--- src/rtl/wb_regfile_stage_pkg.sv ---
// wb_regfile_stage_pkg: shared write-back encodings and width defaults.
package wb_regfile_stage_pkg;
    localparam int DEF_DATA_W = 32;
    localparam int DEF_ADDR_W = 5;
    typedef enum logic [1:0] {
        MTR_ALU  = 2'b00,
        MTR_LOAD = 2'b01,
        MTR_LINK = 2'b10,
        MTR_RSVD = 2'b11
    } mtr_e;
    localparam logic [4:0] REG_ZERO = 5'd0;
endpackage

--- src/rtl/wb_source_mux.sv ---
// wb_source_mux: MemtoReg-driven write-back value select; reserved code falls back to the ALU result.
module wb_source_mux
    import wb_regfile_stage_pkg::*;
#(
    parameter int DATA_W = DEF_DATA_W
) (
    input  logic [1:0]        sel,
    input  logic [DATA_W-1:0] alu,
    input  logic [DATA_W-1:0] load,
    input  logic [DATA_W-1:0] link,
    output logic [DATA_W-1:0] data
);
    assign data = (sel == MTR_LOAD) ? load : (sel == MTR_LINK) ? link : alu;
endmodule

--- src/rtl/wb_regfile_stage.sv ---
// wb_regfile_stage: write-back select, register file with two async read ports, retired-write counter.
// Define WB_BYPASS_EN to forward a same-cycle write straight to the read ports.
module wb_regfile_stage
    import wb_regfile_stage_pkg::*;
#(
    parameter int DATA_W = DEF_DATA_W,
    parameter int ADDR_W = DEF_ADDR_W,
    parameter int CNT_W  = 32
) (
    input  logic              clk,
    input  logic              rst_n,
    input  logic [DATA_W-1:0] inLoadWordData,
    input  logic [DATA_W-1:0] inAluResult,
    input  logic [DATA_W-1:0] inPcLink,
    input  logic [ADDR_W-1:0] inWriteReg,
    input  logic              inRegWrite,
    input  logic [1:0]        inMemtoReg,
    input  logic [ADDR_W-1:0] inReadRegA,
    input  logic [ADDR_W-1:0] inReadRegB,
    output logic [DATA_W-1:0] outReadDataA,
    output logic [DATA_W-1:0] outReadDataB,
    output logic [DATA_W-1:0] outWbData,
    output logic [ADDR_W-1:0] outWbReg,
    output logic              outWbWrite,
    output logic [CNT_W-1:0]  outCommitCount
);
    localparam int NREGS = 2 ** ADDR_W;
    localparam logic [ADDR_W-1:0] ZERO = ADDR_W'(REG_ZERO);

    logic [DATA_W-1:0] regs [NREGS];
    logic [CNT_W-1:0]  count;
    logic [DATA_W-1:0] stored_a, stored_b;

    wb_source_mux #(.DATA_W(DATA_W)) u_mux (
        .sel  (inMemtoReg),
        .alu  (inAluResult),
        .load (inLoadWordData),
        .link (inPcLink),
        .data (outWbData)
    );

    assign outWbReg       = inWriteReg;
    assign outWbWrite     = inRegWrite && (inWriteReg != ZERO);
    assign outCommitCount = count;

    always_ff @(posedge clk or negedge rst_n) begin
        if (!rst_n) begin
            for (int i = 0; i < NREGS; i++) regs[i] <= '0;
            count <= '0;
        end else if (outWbWrite) begin
            regs[inWriteReg] <= outWbData;
            count            <= count + CNT_W'(1);
        end
    end

    assign stored_a = (inReadRegA == ZERO) ? '0 : regs[inReadRegA];
    assign stored_b = (inReadRegB == ZERO) ? '0 : regs[inReadRegB];

`ifdef WB_BYPASS_EN
    // Bypass is held off during reset so the ports show the cleared file.
    assign outReadDataA = (rst_n && outWbWrite && inReadRegA == inWriteReg) ? outWbData : stored_a;
    assign outReadDataB = (rst_n && outWbWrite && inReadRegB == inWriteReg) ? outWbData : stored_b;
`else
    assign outReadDataA = stored_a;
    assign outReadDataB = stored_b;
`endif
endmodule

--- config.mk ---
export PLATFORM = sky130hd
export DESIGN_NAME = wb_regfile_stage
export DESIGN_NICKNAME = d
export VERILOG_FILES = /design/src/rtl/wb_regfile_stage_pkg.sv /design/src/rtl/wb_source_mux.sv /design/src/rtl/wb_regfile_stage.sv
export SDC_FILE = /design/constraint.sdc
export NUM_CORES = 2
export LEC_CHECK = 0
export BUFFER_PORTS_ARGS = -buffer_cell sky130_fd_sc_hd__clkbuf_2
export CAP_MARGIN = 20
export CELL_PAD_IN_SITES_DETAIL_PLACEMENT = 1
export CELL_PAD_IN_SITES_GLOBAL_PLACEMENT = 1
export CORE_MARGIN = 3
export CORE_UTILIZATION = 50
export CTS_BUF_LIST = sky130_fd_sc_hd__clkbuf_4 sky130_fd_sc_hd__clkbuf_8 sky130_fd_sc_hd__clkbuf_16
export CTS_CLUSTER_DIAMETER = 150
export DETAILED_ROUTE_END_ITERATION = 12
export GPL_TIMING_DRIVEN = 1
export PLACE_DENSITY = 0.89
export SETUP_SLACK_MARGIN = 0.05
export SYNTH_ARGS = -nofsm -noshare
export SYNTH_HDL_FRONTEND = slang
export SYNTH_SLANG_ARGS = --single-unit
--- constraint.sdc ---
create_clock -name clk -period 3 [get_ports clk]
set_input_delay 0.45 -clock clk [delete_from_list [all_inputs] [get_ports clk]]
set_output_delay 0.45 -clock clk [all_outputs]
set_load 0.01 [all_outputs]
==> results.toml, run 1 <==
[placed_design]
portBuffers = 249
place_ws_ns = -0.264
place_congestion = 0.898
placed_area_um2 = 59700
dp_hpwl_um = 153000

[synth]
synth_fp_nets = 5208
synthAdderAreaFrac = 0.000228
synth_xor_area_frac = 0.00495
ys_ff_latch = 1056
synth_area_um2 = 54900
syn_area_per_cell_um2 = 10.8
synth_top_family_by_area = "multiplexers"
synth_compound_area_frac = 0.143
async_reset_ff_frac = 1.00
synth_edf_count = 0
yosys.area_share.simple = 0.0992
yosysSeqAreaShare = 0.481
syn_inst = 5091
synth-main-ff-cell = "dfrtp_1"
muxShareOfSynthArea = 0.224
yosysWarnings = 0
synth_cell_types = 46

[status]
stop_stage = "5_1_grt"
error = "[ERROR GRT-0232] Routing congestion too high. Check the congestion heatmap in the GUI."
status = "stopped before the end"

[die]
initial_utilization = 0.508
boundaryPins = 250
row_count = 120
die_h_um = 337
die_w_um = 337

[global_routing]
grt_use_total = 0.845
grt_remaining_overflow = 240
antenna_found_initial = 111
grt_max_degree = 120

[clocking]
cts.sinks = 1056
clock_path_buffers = 3
cts-htree-levels = 3
cts_inserted_buffers = 110
ctsRootBufferMaster = "clkbuf_16"

[timing]
worstEndpointType = "output port"
grt_repair_worst_endpoint = "outReadDataB[21]"
==> per-layer routing <==
| layer | GRT usage | GRT overflow |
|---|---|---|
| met5 | 0.728 | 3 |
| met4 | 0.820 | 103 |
| met3 | 0.824 | 30 |
| met2 | 0.917 | 78 |
| met1 | 0.816 | 26 |
==> metrics by stage <==
step,hold slack [ns],std cells,setup TNS [ns]
2_1_floorplan,0.154,5091,0
3_3_place_gp,0.377,6550,-1.47
3_5_place_dp,0.385,6550,-2.85
4_1_cts,0.255,6832,-0.269
==> cells by family after synthesis <==
family,after synthesis
simple gates,1327
mux,736
xor+xnor,31
buf+inv,581
flops,1056
compound gates,1359
fa+ha+maj,1
==> timing repair <==
item                                   in CTS
setup endpoints to repair                  56
gates cloned                                3
hold buffers                                1
endpoints found under the hold margin      34
setup buffers                              88
pin swaps                                  79
resized for setup                         255
==> cells in the mapped netlist, types with 2 or more instances <==
cell / instances / share of area
nor2b_1: 52 / 0.0059
nand4_1: 5 / 0.00057
buf_4: 39 / 0.0053
or3_1: 3 / 0.00034
clkbuf_1: 424 / 0.029
xor2_1: 14 / 0.0022
buf_2: 43 / 0.0039
and4_1: 6 / 0.00096
nor4_1: 31 / 0.0035
o22ai_1: 63 / 0.0072
a22o_1: 94 / 0.015
a2111oi_1: 4 / 0.00073
mux4_2: 385 / 0.16
o21ai_0: 1024 / 0.093
a2111oi_2: 3 / 0.00082
o221ai_1: 32 / 0.0051
nand2b_1: 21 / 0.0024
and3_1: 6 / 0.00068
nand3b_1: 2 / 0.00027
nand3_1: 11 / 0.0010
inv_1: 34 / 0.0023
nor3_1: 42 / 0.0038
a221o_1: 32 / 0.0058
mux2i_1: 254 / 0.046
nor3b_1: 4 / 0.00055
buf_1: 15 / 0.0010
and3b_1: 3 / 0.00048
mux2_2: 93 / 0.019
buf_6: 25 / 0.0051
a2111oi_0: 24 / 0.0038
mux2_1: 4 / 0.00082
a211oi_1: 79 / 0.011
dfrtp_1: 1056 / 0.48
nor2_1: 27 / 0.0018
xnor2_1: 17 / 0.0027
nor4b_2: 2 / 0.00055
nand2_1: 1109 / 0.076
==> run 2: changes to the inputs <==
==> config.mk (replaced) <==
export PLATFORM = sky130hd
export DESIGN_NAME = wb_regfile_stage
export DESIGN_NICKNAME = d
export VERILOG_FILES = /design/src/rtl/wb_regfile_stage_pkg.sv /design/src/rtl/wb_source_mux.sv /design/src/rtl/wb_regfile_stage.sv
export SDC_FILE = /design/constraint.sdc
export NUM_CORES = 2
export LEC_CHECK = 0
export BUFFER_PORTS_ARGS = -buffer_cell sky130_fd_sc_hd__clkbuf_2
export CAP_MARGIN = 20
export CORE_MARGIN = 3
export CORE_UTILIZATION = 40
export DETAILED_ROUTE_END_ITERATION = 12
export GPL_TIMING_DRIVEN = 1
export PLACE_DENSITY_LB_ADDON = 0.15
export SYNTH_ARGS = -nofsm -noshare
export SYNTH_HDL_FRONTEND = slang
export SYNTH_SLANG_ARGS = --single-unit
==> run 2 against run 1 <==
The run now ends clean. Area after synthesis unchanged. Synthesized cell count unchanged.
==> results.toml, run 2 <==
[power]
fin_total_pwr_mw = 45.3
power_density_nw_per_um2 = 684
ir_worst_vdd_mv = 0.460
power_leakage_nw = 30.0

[synth]
yosys-top-cells-count = "1109 x nand2_1, 1056 x dfrtp_1, 1024 x o21ai_0"
syn_area_per_cell_um2 = 10.8
synth_fp_nets = 5208
synth_area_um2 = 54900
syn_inst = 5091
synth-main-ff-cell = "dfrtp_1"
synth.area.top_cells = "dfrtp_1 48%, mux4_2 16%, o21ai_0 9.3%"
synth.most_common_cell = "nand2_1"
async_reset_ff_frac = 1.00
synth_edf_count = 0
yosysWarnings = 0
synthDominantCellAreaShare = 0.481
yosysSeqAreaShare = 0.481
yosys.area.top_type = "dfrtp_1"
synth_cell_types = 46
ys_ff_latch = 1056

[global_routing]
grt_remaining_overflow = 0
grt_max_degree = 110
busiest_layer = "met2"
grt.met1_usage = 0.409
antenna_found_initial = 6
grt_pass1_wl_um = 299000
gr-usage-met2 = 0.445
use_met3 = 0.0501
grt_use_total = 0.287
grt_pass1_vias = 42500

[placed_design]
dp_hpwl_um = 135000
portBuffers = 249
placed_area_um2 = 60900
place_congestion = 0.855

[run]
maxCapViolCount = 0

[timing]
tightestPinTransition_ns = 1.12
hold_viol = 0
rsz0062_at_grt = "true"
relSlewSlack = 0.254
drv_slew = 0
period_share = 0.985
max_freq_mhz = 338
worst_clock_skew_ns = 0.00358
min_period_ns = 2.95
setup_viol = 0

[status]
status = "finished, final reports clean"

[final_layout]
area_growth_syn_to_layout_pct = 20.7
final_area_um2 = 66300
final_nets = 5456
final_cell_mix = "1074 x nand2_1, 1056 x dfrtp_1, 992 x o21ai_0, 385 x mux4_2, 304 x buf_4"
largest-register = "regs"
final_common_cell = "nand2_1"
largest_reg_flops = 1024
drive_above_1_share = 0.281
final_util = 0.488

[drt]
first_iter_violations = 3824
via_count = 42700
wirelength_um = 203000
first_pass_iters = 6
drc_errors = 0
detail-route-antenna-nets = 0
post_drt_via_cell_ratio = 5.92
wl_per_cell_um = 28.2

[clocking]
ctsRootBufferMaster = "clkbuf_16"
cts.sinks = 1056
clock_path_buffers = 3
clk_pin_slew_ns = 0.06
cts_inserted_buffers = 118
clkLatencyLatePin_ns = 0.74
cts_tree = "done"
cts-htree-levels = 3

[critical_path]
path_class = "reg -> out"
cpPeakStageDelay_ns = 0.47
worstSetupStartpointType = "flip-flop"
crit_fanout = 2
crit_start = "regs[539]"
critPathCaptureType = "primary output"
cp.arrival_ns = 2.50
critPathSlowestCell = "mux4_2"
cp.required_ns = 2.55
cp_cell_sequence = "mux4_2, a22o_1, a2111oi_2, buf_4, nor3_1, clkbuf_2"
r2r_start = "outCommitCount[6]"

[die]
core_um2 = 136000
dieArea_um2 = 142000
die_h_um = 376
boundaryPins = 250
initial_utilization = 0.404
row_count = 135
die_w_um = 376

[min_path]
hold_path_class = "in -> async"
[run 2: worst paths after layout]
| check | cells past startpoint | slack [ns] | end |
|---|---|---|---|
| worst max register to register | 5 | 1.05 | outCommitCount[28] |
| worst min-delay path | 2 | 0.26 | regs[437] |
| min in group clk | 5 | 0.26 | regs[228] |
| worst min register to register | 0 | 0.40 | regs[1005] |
| worst max-delay path | 6 | 0.05 | outReadDataA[27] |
| max in group asynchronous | 4 | 1.62 | regs[100] |
[run 2: cells by family (layout without fill, tap and decap cells)]
logic type | count (synthesis) | in the layout | synth area share
buf+inv | 581 | 930 | 0.0468
mux | 736 | 736 | 0.224
flops | 1056 | 1056 | 0.481
fa+ha+maj | 1 | 1 | 0.000228
xor+xnor | 31 | 31 | 0.00495
compound gates | 1359 | 1359 | 0.143
other cells | 0 | 1 | 0
simple gates | 1327 | 1328 | 0.0992
[run 2: through the flow]
stage	cells	setup slack [ns]	TNS, ns	hold WS, ns
after floorplan	5091	0.492	0	0.154
after global placement	6967	-0.406	-2.50	0.383
after detailed placement	6968	-0.329	-2.12	0.384
after CTS	7210	-0.00935	-0.0143	0.196
after global routing	7223	-0.0559	-0.122	0.264
final	7223	0.0451	0	0.258
[run 2: power by group]
part / total [mW] / switching (mW) / internal (mW)
Combinational: 9.76 / 4.80 / 4.96
Sequential: 19.6 / 2.40 / 17.2
Clock: 15.9 / 6.30 / 9.64
Total: 45.3 / 13.5 / 31.8
[run 2: per-layer routing]
metal,up-vias,wire length (µm)
met2,1640,92500
met3,365,14500
li1,18900,-
met1,21800,89800
met4,0,6770
met5,-,0
[run 2: final cells by class]
| cell class | instances | area [µm²] |
|---|---|---|
| fillers | 12400 | 69500 |
| clock inverters | 58 | 808 |
| diodes | 1 | 2.50 |
| multi-input cells | 3455 | 27100 |
| clock buffers | 164 | 3460 |
| flip-flops and latches | 1056 | 26400 |
| repair buffers | 674 | 6070 |
| inverters | 34 | 128 |
| well taps | 1781 | 2230 |
[run 2: worst max-delay path, delay by kind of cell (launching register included)]
family	cells	cell delay (ns)
AO/OA/AOI/OAI	2	0.48
multiplexers	1	0.47
flip-flops	1	0.39
buffers and inverters	2	0.35
AND/OR/NAND/NOR	1	0.08
[run 2: what timing repair did]
action,4_1_cts,5_1_grt
gates resized for setup,105,38
setup endpoints to repair,43,36
cloned,1,1
pin swaps,46,13
setup buffers,31,14
hold buffers,1,0
endpoints found under the hold margin,53,0
(Power assumes the default switching activity.)
